<file path="config.mk">
export PLATFORM = sky130hd
export DESIGN_NAME = stack_ctrl
export DESIGN_NICKNAME = d
export VERILOG_FILES = /design/src/rtl/stack_ctrl_pkg.sv /design/src/rtl/stack_row_dec.sv /design/src/rtl/stack_ctrl.sv
export SDC_FILE = /design/constraint.sdc
export NUM_CORES = 1
export LEC_CHECK = 0
export BUFFER_PORTS_ARGS = -buffer_cell sky130_fd_sc_hd__buf_4
export CORE_ASPECT_RATIO = 1.1
export CORE_MARGIN = 2
export CORE_UTILIZATION = 52
export CTS_BUF_LIST = sky130_fd_sc_hd__clkbuf_8
export DETAILED_ROUTE_END_ITERATION = 8
export GPL_ROUTABILITY_DRIVEN = 0
export HOLD_SLACK_MARGIN = 0.02
export PLACE_DENSITY = 0.81
export SLEW_MARGIN = 20
export SYNTH_ARGS = -nofsm -noshare
export SYNTH_HDL_FRONTEND = slang
export SYNTH_SLANG_ARGS = --single-unit
</file>
<file path="constraint.sdc">
create_clock -name Clk -period 3.2 [get_ports Clk]
set_input_delay 0.64 -clock Clk [delete_from_list [all_inputs] [get_ports Clk]]
set_output_delay 0.64 -clock Clk [all_outputs]
set_load 0.01 [all_outputs]
</file>
<file path="src/rtl/stack_ctrl_pkg.sv">
// Shared FSM state encoding and default geometry for the stack controller.
package stack_ctrl_pkg;

   typedef enum logic [2:0] {
      IDLE     = 3'd0,
      WR_SETUP = 3'd1,
      WR_PULSE = 3'd2,
      WR_HOLD  = 3'd3,
      RD_SEL   = 3'd4,
      RD_CAP   = 3'd5
   } state_t;

   localparam int N_DEF     = 8;
   localparam int DEPTH_DEF = 8;
   localparam int AW_DEF    = 3;

endpackage

</file>
<file path="src/rtl/stack_row_dec.sv">
// Combinational pointer-to-row one-hot decoder; all zero when disabled.
// Indices at or beyond DEPTH select nothing.
module stack_row_dec #(
   parameter int AW    = 3,
   parameter int DEPTH = 8
) (
   input  logic             en,
   input  logic [AW-1:0]    idx,
   output logic [DEPTH-1:0] onehot
);

   always_comb begin
      onehot = '0;
      for (int i = 0; i < DEPTH; i++) begin
         if (en && (idx == i[AW-1:0])) onehot[i] = 1'b1;
      end
   end

endmodule

</file>
<file path="src/rtl/stack_ctrl.sv">
// Push/pop sequencer for a latch-based stack array: write takes 3 cycles after accept, read 2 (+Valid in first idle cycle).
// Requests are sampled only when Busy=0; requests during a sequence are dropped without Err.
module stack_ctrl
   import stack_ctrl_pkg::*;
#(
   parameter int N     = N_DEF,
   parameter int DEPTH = DEPTH_DEF,
   parameter int AW    = AW_DEF
) (
   input  logic             Clk,
   input  logic             Rst_n,
   input  logic             Push,
   input  logic             Pop,
   input  logic [N-1:0]     DataIn,
   output logic [N-1:0]     DataOut,
   output logic             Valid,
   output logic             Busy,
   output logic             Full,
   output logic             Empty,
   output logic [AW:0]      Count,
   output logic             Err,
   output logic [DEPTH-1:0] RowSel,
   output logic             WriteEn,
   output logic [N-1:0]     MemIn,
   input  logic [N-1:0]     MemOut
);

   localparam logic [AW:0]   FULL_CNT = (AW+1)'(DEPTH);
   localparam logic [AW:0]   CNT_ONE  = (AW+1)'(1);
   localparam logic [AW-1:0] IDX_ONE  = AW'(1);

   state_t state, state_nxt;

   logic             accept_push, accept_pop, reject;
   logic             dec_en;
   logic [AW-1:0]    dec_idx;
   logic [DEPTH-1:0] dec_out;

   logic [DEPTH-1:0] row_sel_nxt;
   logic             write_en_nxt, valid_nxt, err_nxt;
   logic [N-1:0]     mem_in_nxt, data_out_nxt;
   logic [AW:0]      count_nxt;

   // Count doubles as the stack pointer; it reaches DEPTH, which SP bits alone cannot express.
   assign reject      = (state == IDLE) && ((Push && Pop) || (Push && Full) || (Pop && Empty));
   assign accept_push = (state == IDLE) && Push && !Pop && !Full;
   assign accept_pop  = (state == IDLE) && Pop && !Push && !Empty;
   assign dec_en      = accept_push || accept_pop;
   assign dec_idx     = accept_push ? Count[AW-1:0] : (Count[AW-1:0] - IDX_ONE);

   stack_row_dec #(.AW(AW), .DEPTH(DEPTH)) u_row_dec (
      .en     (dec_en),
      .idx    (dec_idx),
      .onehot (dec_out)
   );

   always_ff @(posedge Clk or negedge Rst_n) begin
      if (!Rst_n) state <= IDLE;
      else        state <= state_nxt;
   end

   always_comb begin
      state_nxt = state;
      case (state)
         IDLE: begin
            if (accept_push)     state_nxt = WR_SETUP;
            else if (accept_pop) state_nxt = RD_SEL;
         end
         WR_SETUP: state_nxt = WR_PULSE;
         WR_PULSE: state_nxt = WR_HOLD;
         WR_HOLD:  state_nxt = IDLE;
         RD_SEL:   state_nxt = RD_CAP;
         RD_CAP:   state_nxt = IDLE;
         default:  state_nxt = IDLE;
      endcase
   end

   // Next values of the registered outputs; RowSel/MemIn are held unless a transition changes them.
   always_comb begin
      row_sel_nxt  = RowSel;
      write_en_nxt = 1'b0;
      mem_in_nxt   = MemIn;
      data_out_nxt = DataOut;
      valid_nxt    = 1'b0;
      err_nxt      = 1'b0;
      count_nxt    = Count;
      case (state)
         IDLE: begin
            err_nxt = reject;
            if (accept_push) begin
               mem_in_nxt  = DataIn;
               row_sel_nxt = dec_out;
            end else if (accept_pop) begin
               row_sel_nxt = dec_out;
            end
         end
         WR_SETUP: write_en_nxt = 1'b1;
         WR_HOLD: begin
            row_sel_nxt = '0;
            count_nxt   = Count + CNT_ONE;
         end
         RD_CAP: begin
            data_out_nxt = MemOut;
            valid_nxt    = 1'b1;
            row_sel_nxt  = '0;
            count_nxt    = Count - CNT_ONE;
         end
         default: ;
      endcase
   end

   // Asynchronous reset drops the array strobes immediately, even mid-sequence.
   always_ff @(posedge Clk or negedge Rst_n) begin
      if (!Rst_n) begin
         RowSel  <= '0;
         WriteEn <= 1'b0;
         MemIn   <= '0;
         DataOut <= '0;
         Valid   <= 1'b0;
         Err     <= 1'b0;
         Busy    <= 1'b0;
         Count   <= '0;
         Full    <= 1'b0;
         Empty   <= 1'b1;
      end else begin
         RowSel  <= row_sel_nxt;
         WriteEn <= write_en_nxt;
         MemIn   <= mem_in_nxt;
         DataOut <= data_out_nxt;
         Valid   <= valid_nxt;
         Err     <= err_nxt;
         Busy    <= (state_nxt != IDLE);
         Count   <= count_nxt;
         Full    <= (count_nxt == FULL_CNT);
         Empty   <= (count_nxt == '0);
      end
   end

endmodule

</file>
==> metrics.txt, run 1 <==
# TYPE chip_impl_metric gauge
chip_impl_metric{name="global_route.usage.total",unit="%"} 20.8
chip_impl_metric{name="cts.sinks",unit=""} 37
chip_impl_metric{name="post_cts_buffers",unit=""} 0
chip_impl_metric{name="clock_tree.buffer_depth",unit=""} 2
chip_impl_metric{name="utilization",unit="%"} 70.9
chip_impl_metric{name="ys_ff_latch",unit=""} 37
chip_impl_metric{name="gr-usage-met2",unit="%"} 36.2
chip_impl_info{name="layout_commonest_cell",value="buf_4"} 1
chip_impl_metric{name="number_of_antenna_violations_at_the_first_check_in_global_routing",unit=""} 0
chip_impl_metric{name="synthCells",unit=""} 145
chip_impl_metric{name="p_sw",unit="uW"} 822
chip_impl_metric{name="power_per_cell_area",unit="nW/um2"} 997
chip_impl_metric{name="async_flop_share",unit="%"} 100
chip_impl_metric{name="timing.final.crit_share",unit="%"} 82.9
chip_impl_info{name="status",value="finished, final reports clean"} 1
chip_impl_metric{name="die_extent_in_y",unit="um"} 63.9
chip_impl_metric{name="drc",unit=""} 0
chip_impl_metric{name="synth.distinct_cells",unit=""} 41
chip_impl_metric{name="dieArea",unit="um2"} 3730
chip_impl_metric{name="number_of_buffers_inserted_during_clock_tree_synthesis",unit=""} 5
chip_impl_metric{name="leakagePower",unit="uW"} 0.00110
chip_impl_metric{name="finClkSkew",unit="ns"} 0.00439
chip_impl_metric{name="worst_slew_margin_rel",unit="%"} 63.6
chip_impl_info{name="tritoncts",value="yes"} 1
chip_impl_metric{name="grtUsageMet1",unit="%"} 23.2
chip_impl_metric{name="totalNegativeSetupSlack",unit="ns"} 0
chip_impl_metric{name="hold_violations",unit=""} 0
chip_impl_metric{name="placement_rows",unit=""} 21
chip_impl_metric{name="drt_iter0_markers",unit=""} 34
chip_impl_metric{name="dpl_cell_area",unit="um2"} 2100
chip_impl_metric{name="insertedDiodeCount",unit=""} 0
chip_impl_metric{name="tightest_slew",unit="ns"} 0.545
chip_impl_metric{name="max_cap_viol_count",unit=""} 0
chip_impl_metric{name="grt_pass1_wl",unit="um"} 5840
chip_impl_info{name="worst_min_delay_path_category",value="in -> async"} 1
chip_impl_metric{name="fin_area",unit="um2"} 2180
chip_impl_metric{name="power.share.combinational",unit="%"} 46.0
chip_impl_info{name="crit_path_start_kind",value="flop"} 1
chip_impl_metric{name="boundaryPins",unit=""} 54
chip_impl_metric{name="cts_resizes",unit=""} 0
chip_impl_metric{name="htree_num_levels",unit=""} 2
chip_impl_metric{name="final_max_slew_viol_count",unit=""} 0
chip_impl_metric{name="switching_share",unit="%"} 37.8
chip_impl_metric{name="path_max_fanout",unit=""} 10
chip_impl_metric{name="cts-hold-fix-buffers",unit=""} 0
chip_impl_metric{name="fmaxAchievable",unit="GHz"} 0.377
chip_impl_metric{name="cts.clk_slew.worst_paths",unit="ns"} 0.07
chip_impl_metric{name="wl_per_cell",unit="um"} 14.4
chip_impl_metric{name="synth_enable_flop_cells",unit=""} 0
chip_impl_metric{name="drive_above_1_share",unit="%"} 38.6
chip_impl_metric{name="use_met3",unit="%"} 6.48
chip_impl_info{name="root_buffer_master",value="clkbuf_8"} 1
chip_impl_metric{name="timing.critical_path.arrival",unit="ns"} 2.88
chip_impl_metric{name="global_route_congestion_overflow_total",unit=""} 0
chip_impl_metric{name="drt_pass1_iterations",unit=""} 4
chip_impl_info{name="criticalPathCategory",value="reg -> reg"} 1
chip_impl_metric{name="p_clk_share",unit="%"} 13.8
chip_impl_metric{name="fillers",unit=""} 230
chip_impl_metric{name="nets",unit=""} 225
chip_impl_metric{name="power.share.sequential",unit="%"} 40.2
chip_impl_metric{name="layout_min_cycle_time",unit="ns"} 2.65
chip_impl_metric{name="syn-cell-area",unit="um2"} 1690
chip_impl_metric{name="areaGrowthSynthToFinish",unit="%"} 28.6
chip_impl_info{name="busiest_layer",value="met2"} 1
chip_impl_metric{name="antenna_violating_nets_post_route",unit=""} 0
chip_impl_metric{name="count_of_input_and_output_buffers",unit=""} 53
chip_impl_info{name="rsz0062_at_grt",value="false"} 1
chip_impl_metric{name="layout.cells.non_filler",unit=""} 236
chip_impl_metric{name="peak_ir_drop_on_the_vdd_network",unit="mV"} 0.627
chip_impl_metric{name="detail_route.vias_per_cell",unit=""} 5.42
chip_impl_metric{name="placed_cells_incl_taps",unit=""} 228
chip_impl_metric{name="ys_seq_area_share",unit="%"} 54.7
chip_impl_metric{name="die_width",unit="um"} 58.4
chip_impl_info{name="leading_cell_types_in_the_layout_fill_and_taps_excluded",value="54 x buf_4, 36 x dfrtp_1, 27 x nand2_1"} 1
chip_impl_metric{name="ys_warn_count",unit=""} 0
chip_impl_metric{name="core-area",unit="um2"} 3070
chip_impl_info{name="worst_setup_path_end_kind",value="flop"} 1
chip_impl_metric{name="hpwl",unit="um"} 2640
chip_impl_metric{name="grt_max_degree",unit=""} 38
chip_impl_metric{name="final-setup-viol-count",unit=""} 0
chip_impl_info{name="synth_flop_cell",value="dfrtp_1"} 1
chip_impl_metric{name="vias",unit=""} 1280
chip_impl_metric{name="postSynthNetCount",unit=""} 169
chip_impl_metric{name="worst-endpoint-required",unit="ns"} 3.43
chip_impl_metric{name="synthesis.area_per_instance",unit="um2"} 11.7
chip_impl_metric{name="hold-worst-slack",unit="ns"} 0.293
chip_impl_metric{name="first_global_vias",unit=""} 1307
chip_impl_metric{name="clk-insertion-delay-late",unit="ns"} 0.29
chip_impl_metric{name="initial_core_util",unit="%"} 55.1
chip_impl_metric{name="detail_route.wirelength",unit="um"} 3410
chip_impl_metric{name="internal_power",unit="uW"} 1350
worst max-delay path: stages, from the launching register on:
cell and delay, ns:
dfrtp_1 0.60, nand3b_2 0.32, clkinv_1 0.15, fa_1 0.46, or4_1 0.51, a221o_1 0.35, and3b_1 0.21
synth_stat cells (2+ instances only):
cell / number / area share, %
a22o_1: 8 / 4.1
and3b_1: 2 / 1.0
ha_1: 3 / 2.2
nor2_1: 5 / 1.1
xnor2_1: 3 / 1.6
mux2_2: 9 / 6.0
inv_1: 2 / 0.44
a21oi_1: 6 / 1.8
o21ai_0: 4 / 1.2
nand2_1: 27 / 6.0
o2bb2ai_1: 2 / 1.0
mux2i_1: 2 / 1.2
nand3_1: 4 / 1.2
dfrtp_1: 36 / 53
nor3_1: 4 / 1.2
buf_6: 3 / 2.0
cell families after synthesis:
kind of cell	Yosys count	synth area share (%)
buffers and inverters	9	3.62
AOI/OAI and AO/OA	26	11.0
muxes	11	7.16
adders and majority gates	5	3.99
DFF	37	54.7
xor gates and xnor gates	4	2.51
and+or+nand+nor	53	17.0
area by class of cell:
class	instances	area (um2)	share of cell area, %
sequential	37	927	42.6
multi-input combinational	99	706	32.4
timing repair buffer	54	405	18.6
clock buffer	5	68.8	3.16
tap	34	42.5	1.95
inverter	4	15.0	0.689
clock inverter	3	13.8	0.632
power by group through the flow:
stage                     logic (uW)  clock network, uW  registers (uW)
final                            999                300             873
after global routing            1110                329             903
after global placement           970                  0             865
after floorplan                  600                  0             886
after detailed placement        1010                  0             876
after CTS                       1010                309             871
metrics by stage:
stage | setup WS (ns) | power, uW
final | 0.548 | 2170
after global routing | 0.412 | 2340
after CTS | 0.558 | 2190
after detailed placement | 0.569 | 1890
after global placement | 0.690 | 1840
after floorplan | 0.699 | 1490
state kept, by name, summed over array words and instances (netlist names), 3 cells and up:
register / cells
Count: 4
DataOut: 8
MemIn: 8
RowSel: 8
state: 3
metal layers:
metal	share of wire (%)	wire, um	up-vias
met3	6.0	206	8
met2	52	1790	43
met5	0	0	-
li1	-	-	618
met4	1.8	63	0
met1	40	1350	611
path summary, 6_finish.rpt:
kind / start / endpoint / slack (ns) / cells past startpoint
hold reg to reg: DataOut[4] / DataOut[4] / 0.49 / 2
min in group Clk: DataOut[4] / DataOut[4] / 0.49 / 2
setup reg to reg: state[1] / Empty / 0.55 / 6
hold / removal: Rst_n / Err / 0.29 / 1
setup / recovery: state[1] / Empty / 0.55 / 6
max in group asynchronous: Rst_n / Empty / 2.57 / 1
No activity file was read; power rests on OpenSTA's default activity.
==> run 2: changes to the inputs <==
==> constraint.sdc (replaced) <==
create_clock -name Clk -period 2.7 [get_ports Clk]
set_input_delay 0.54 -clock Clk [delete_from_list [all_inputs] [get_ports Clk]]
set_output_delay 0.54 -clock Clk [all_outputs]
set_load 0.01 [all_outputs]
==> run 2 against run 1 <==
Against the previous run: utilization grew 1.4 points; combinational power rose by 28%; die area unchanged; flip-flop and latch count unchanged; critical path type unchanged.
==> metrics.txt, run 2 (synthesis results as in run 1) <==
# TYPE chip_impl_metric gauge
chip_impl_metric{name="cts.sinks",unit=""} 37
chip_impl_metric{name="final_max_slew_viol_count",unit=""} 0
chip_impl_metric{name="timing.critical_path.arrival",unit="ns"} 2.62
chip_impl_metric{name="drive_above_1_share",unit="%"} 39.7
chip_impl_metric{name="fillers",unit=""} 228
chip_impl_metric{name="vias",unit=""} 1294
chip_impl_info{name="tritoncts",value="yes"} 1
chip_impl_metric{name="die_extent_in_y",unit="um"} 63.9
chip_impl_metric{name="nets",unit=""} 228
chip_impl_metric{name="core-area",unit="um2"} 3070
chip_impl_metric{name="p_clk_share",unit="%"} 16.7
chip_impl_info{name="root_buffer_master",value="clkbuf_8"} 1
chip_impl_metric{name="layout_min_cycle_time",unit="ns"} 2.39
chip_impl_metric{name="clock_tree.buffer_depth",unit=""} 2
chip_impl_metric{name="fmaxAchievable",unit="GHz"} 0.418
chip_impl_metric{name="hold_violations",unit=""} 0
chip_impl_metric{name="cts.clk_slew.worst_paths",unit="ns"} 0.07
chip_impl_metric{name="initial_core_util",unit="%"} 55.1
chip_impl_info{name="layout_top_registers",value="DataOut: 8 flops, MemIn: 8 flops, RowSel: 8 flops"} 1
chip_impl_metric{name="post_cts_buffers",unit=""} 0
chip_impl_metric{name="areaGrowthSynthToFinish",unit="%"} 31.2
chip_impl_metric{name="global_route.usage.total",unit="%"} 21.3
chip_impl_metric{name="timing.final.crit_share",unit="%"} 88.6
chip_impl_info{name="leading_cell_types_in_the_layout_fill_and_taps_excluded",value="57 x buf_4, 36 x dfrtp_1, 27 x nand2_1"} 1
chip_impl_metric{name="clk-insertion-delay-late",unit="ns"} 0.29
chip_impl_metric{name="power.share.combinational",unit="%"} 47.2
chip_impl_metric{name="power.share.sequential",unit="%"} 36.0
chip_impl_metric{name="number_of_antenna_violations_at_the_first_check_in_global_routing",unit=""} 0
chip_impl_info{name="criticalPathCategory",value="reg -> reg"} 1
chip_impl_metric{name="die_width",unit="um"} 58.4
chip_impl_metric{name="cts_resizes",unit=""} 0
chip_impl_metric{name="detail_route.wirelength",unit="um"} 3480
chip_impl_metric{name="internal_power",unit="uW"} 1720
chip_impl_metric{name="insertedDiodeCount",unit=""} 0
chip_impl_metric{name="peak_ir_drop_on_the_vdd_network",unit="mV"} 0.843
chip_impl_metric{name="number_of_buffers_inserted_during_clock_tree_synthesis",unit=""} 5
chip_impl_metric{name="hpwl",unit="um"} 2690
chip_impl_metric{name="power_per_cell_area",unit="nW/um2"} 1220
chip_impl_metric{name="global_route_congestion_overflow_total",unit=""} 0
chip_impl_metric{name="final-setup-viol-count",unit=""} 0
chip_impl_metric{name="dieArea",unit="um2"} 3730
chip_impl_metric{name="p_sw",unit="uW"} 986
chip_impl_metric{name="drc",unit=""} 0
chip_impl_info{name="status",value="finished, final reports clean"} 1
chip_impl_metric{name="finClkSkew",unit="ns"} 0.00336
chip_impl_metric{name="switching_share",unit="%"} 36.5
chip_impl_metric{name="grt_pass1_wl",unit="um"} 5920
chip_impl_metric{name="wl_per_cell",unit="um"} 14.6
chip_impl_info{name="worst_setup_path_end_kind",value="flop"} 1
chip_impl_metric{name="boundaryPins",unit=""} 54
chip_impl_info{name="worst_min_delay_path_category",value="in -> async"} 1
chip_impl_metric{name="max_cap_viol_count",unit=""} 0
chip_impl_metric{name="placement_rows",unit=""} 21
chip_impl_metric{name="path_max_fanout",unit=""} 10
chip_impl_info{name="layout_commonest_cell",value="buf_4"} 1
chip_impl_metric{name="totalNegativeSetupSlack",unit="ns"} 0
chip_impl_metric{name="htree_num_levels",unit=""} 2
chip_impl_metric{name="worst_slew_margin_rel",unit="%"} 70.3
chip_impl_metric{name="drt_pass1_iterations",unit=""} 3
chip_impl_metric{name="leakagePower",unit="uW"} 0.00112
chip_impl_metric{name="total_power",unit="uW"} 2710
chip_impl_metric{name="count_of_input_and_output_buffers",unit=""} 53
chip_impl_metric{name="tightest_slew",unit="ns"} 0.445
chip_impl_info{name="crit_path_start_kind",value="flop"} 1
chip_impl_metric{name="cts-hold-fix-buffers",unit=""} 0
chip_impl_metric{name="drt_iter0_markers",unit=""} 33
chip_impl_metric{name="antenna_violating_nets_post_route",unit=""} 0
chip_impl_metric{name="detail_route.vias_per_cell",unit=""} 5.44
chip_impl_metric{name="grt_max_degree",unit=""} 38
chip_impl_metric{name="first_global_vias",unit=""} 1346
chip_impl_metric{name="worst-endpoint-required",unit="ns"} 2.93
chip_impl_info{name="rsz0062_at_grt",value="false"} 1
-- run 2: changes by cell type in the layout (fill, tap and decap cells not counted), sizes merged --
cell	previous run	this run
buf	54	57
bufinv	0	1
clkinv	3	2
inv	4	3
-- run 2: power groups by stage --
| stage | logic [uW] | clock network, uW | registers, uW |
|---|---|---|---|
| 2_1_floorplan | 711 | 0 | 1050 |
| 3_3_place_gp | 1240 | 0 | 972 |
| 3_5_place_dp | 1290 | 0 | 984 |
| 4_1_cts | 1290 | 464 | 979 |
| 5_1_grt | 1400 | 487 | 1010 |
| 6_report | 1280 | 452 | 975 |
-- run 2: cell type report --
| type | instances | area [um2] | share of cell area [%] |
|---|---|---|---|
| well taps | 34 | 42.5 | 1.91 |
| repair buffers | 57 | 428 | 19.3 |
| flip-flops and latches | 37 | 927 | 41.7 |
| clock inverters | 2 | 35.0 | 1.58 |
| clock buffers | 5 | 68.8 | 3.10 |
| multi-input cells | 99 | 706 | 31.8 |
| inverters | 4 | 15.0 | 0.676 |
-- run 2: layer usage --
| layer | up-vias | GRT usage [%] | part of all wire, % |
|---|---|---|---|
| met1 | 627 | 24.2 | 38 |
| li1 | 624 | - | - |
| met2 | 39 | 36.7 | 54 |
| met4 | 0 | 8.43 | 0.98 |
| met3 | 4 | 6.48 | 6.4 |
| met5 | - | 0 | 0 |
-- run 2: critical path, stage by stage, from the launching register on --
cell and delay [ns]:
dfrtp_1 0.38, nand3b_2 0.33, clkinv_1 0.12, fa_1 0.43, or4_1 0.51, a221o_1 0.35
and3b_1 0.22
-- run 2: metrics by stage --
step / utilization, % / hold slack [ns] / worst slack, ns / area, um2 / instances
floorplan: - / 0.244 / 0.199 / 1690 / 145
global placement: 68.9 / 0.468 / 0.391 / 2120 / 231
detailed placement: 68.9 / 0.465 / 0.331 / 2120 / 231
CTS: 72.3 / 0.209 / 0.288 / 2220 / 238
global route: 72.3 / 0.225 / 0.134 / 2220 / 238
finish: 72.3 / 0.194 / 0.308 / 2220 / 238
-- run 2: final timing paths --
check | from | endpoint | slack (ns) | cells past startpoint
max | state[1] | Empty | 0.31 | 6
min | Rst_n | Err | 0.19 | 1
max reg2reg | state[1] | Empty | 0.31 | 6
min reg2reg | DataOut[0] | DataOut[0] | 0.49 | 2
max in group asynchronous | Rst_n | Empty | 2.17 | 1
min in group Clk | MemOut[6] | DataOut[6] | 0.45 | 3
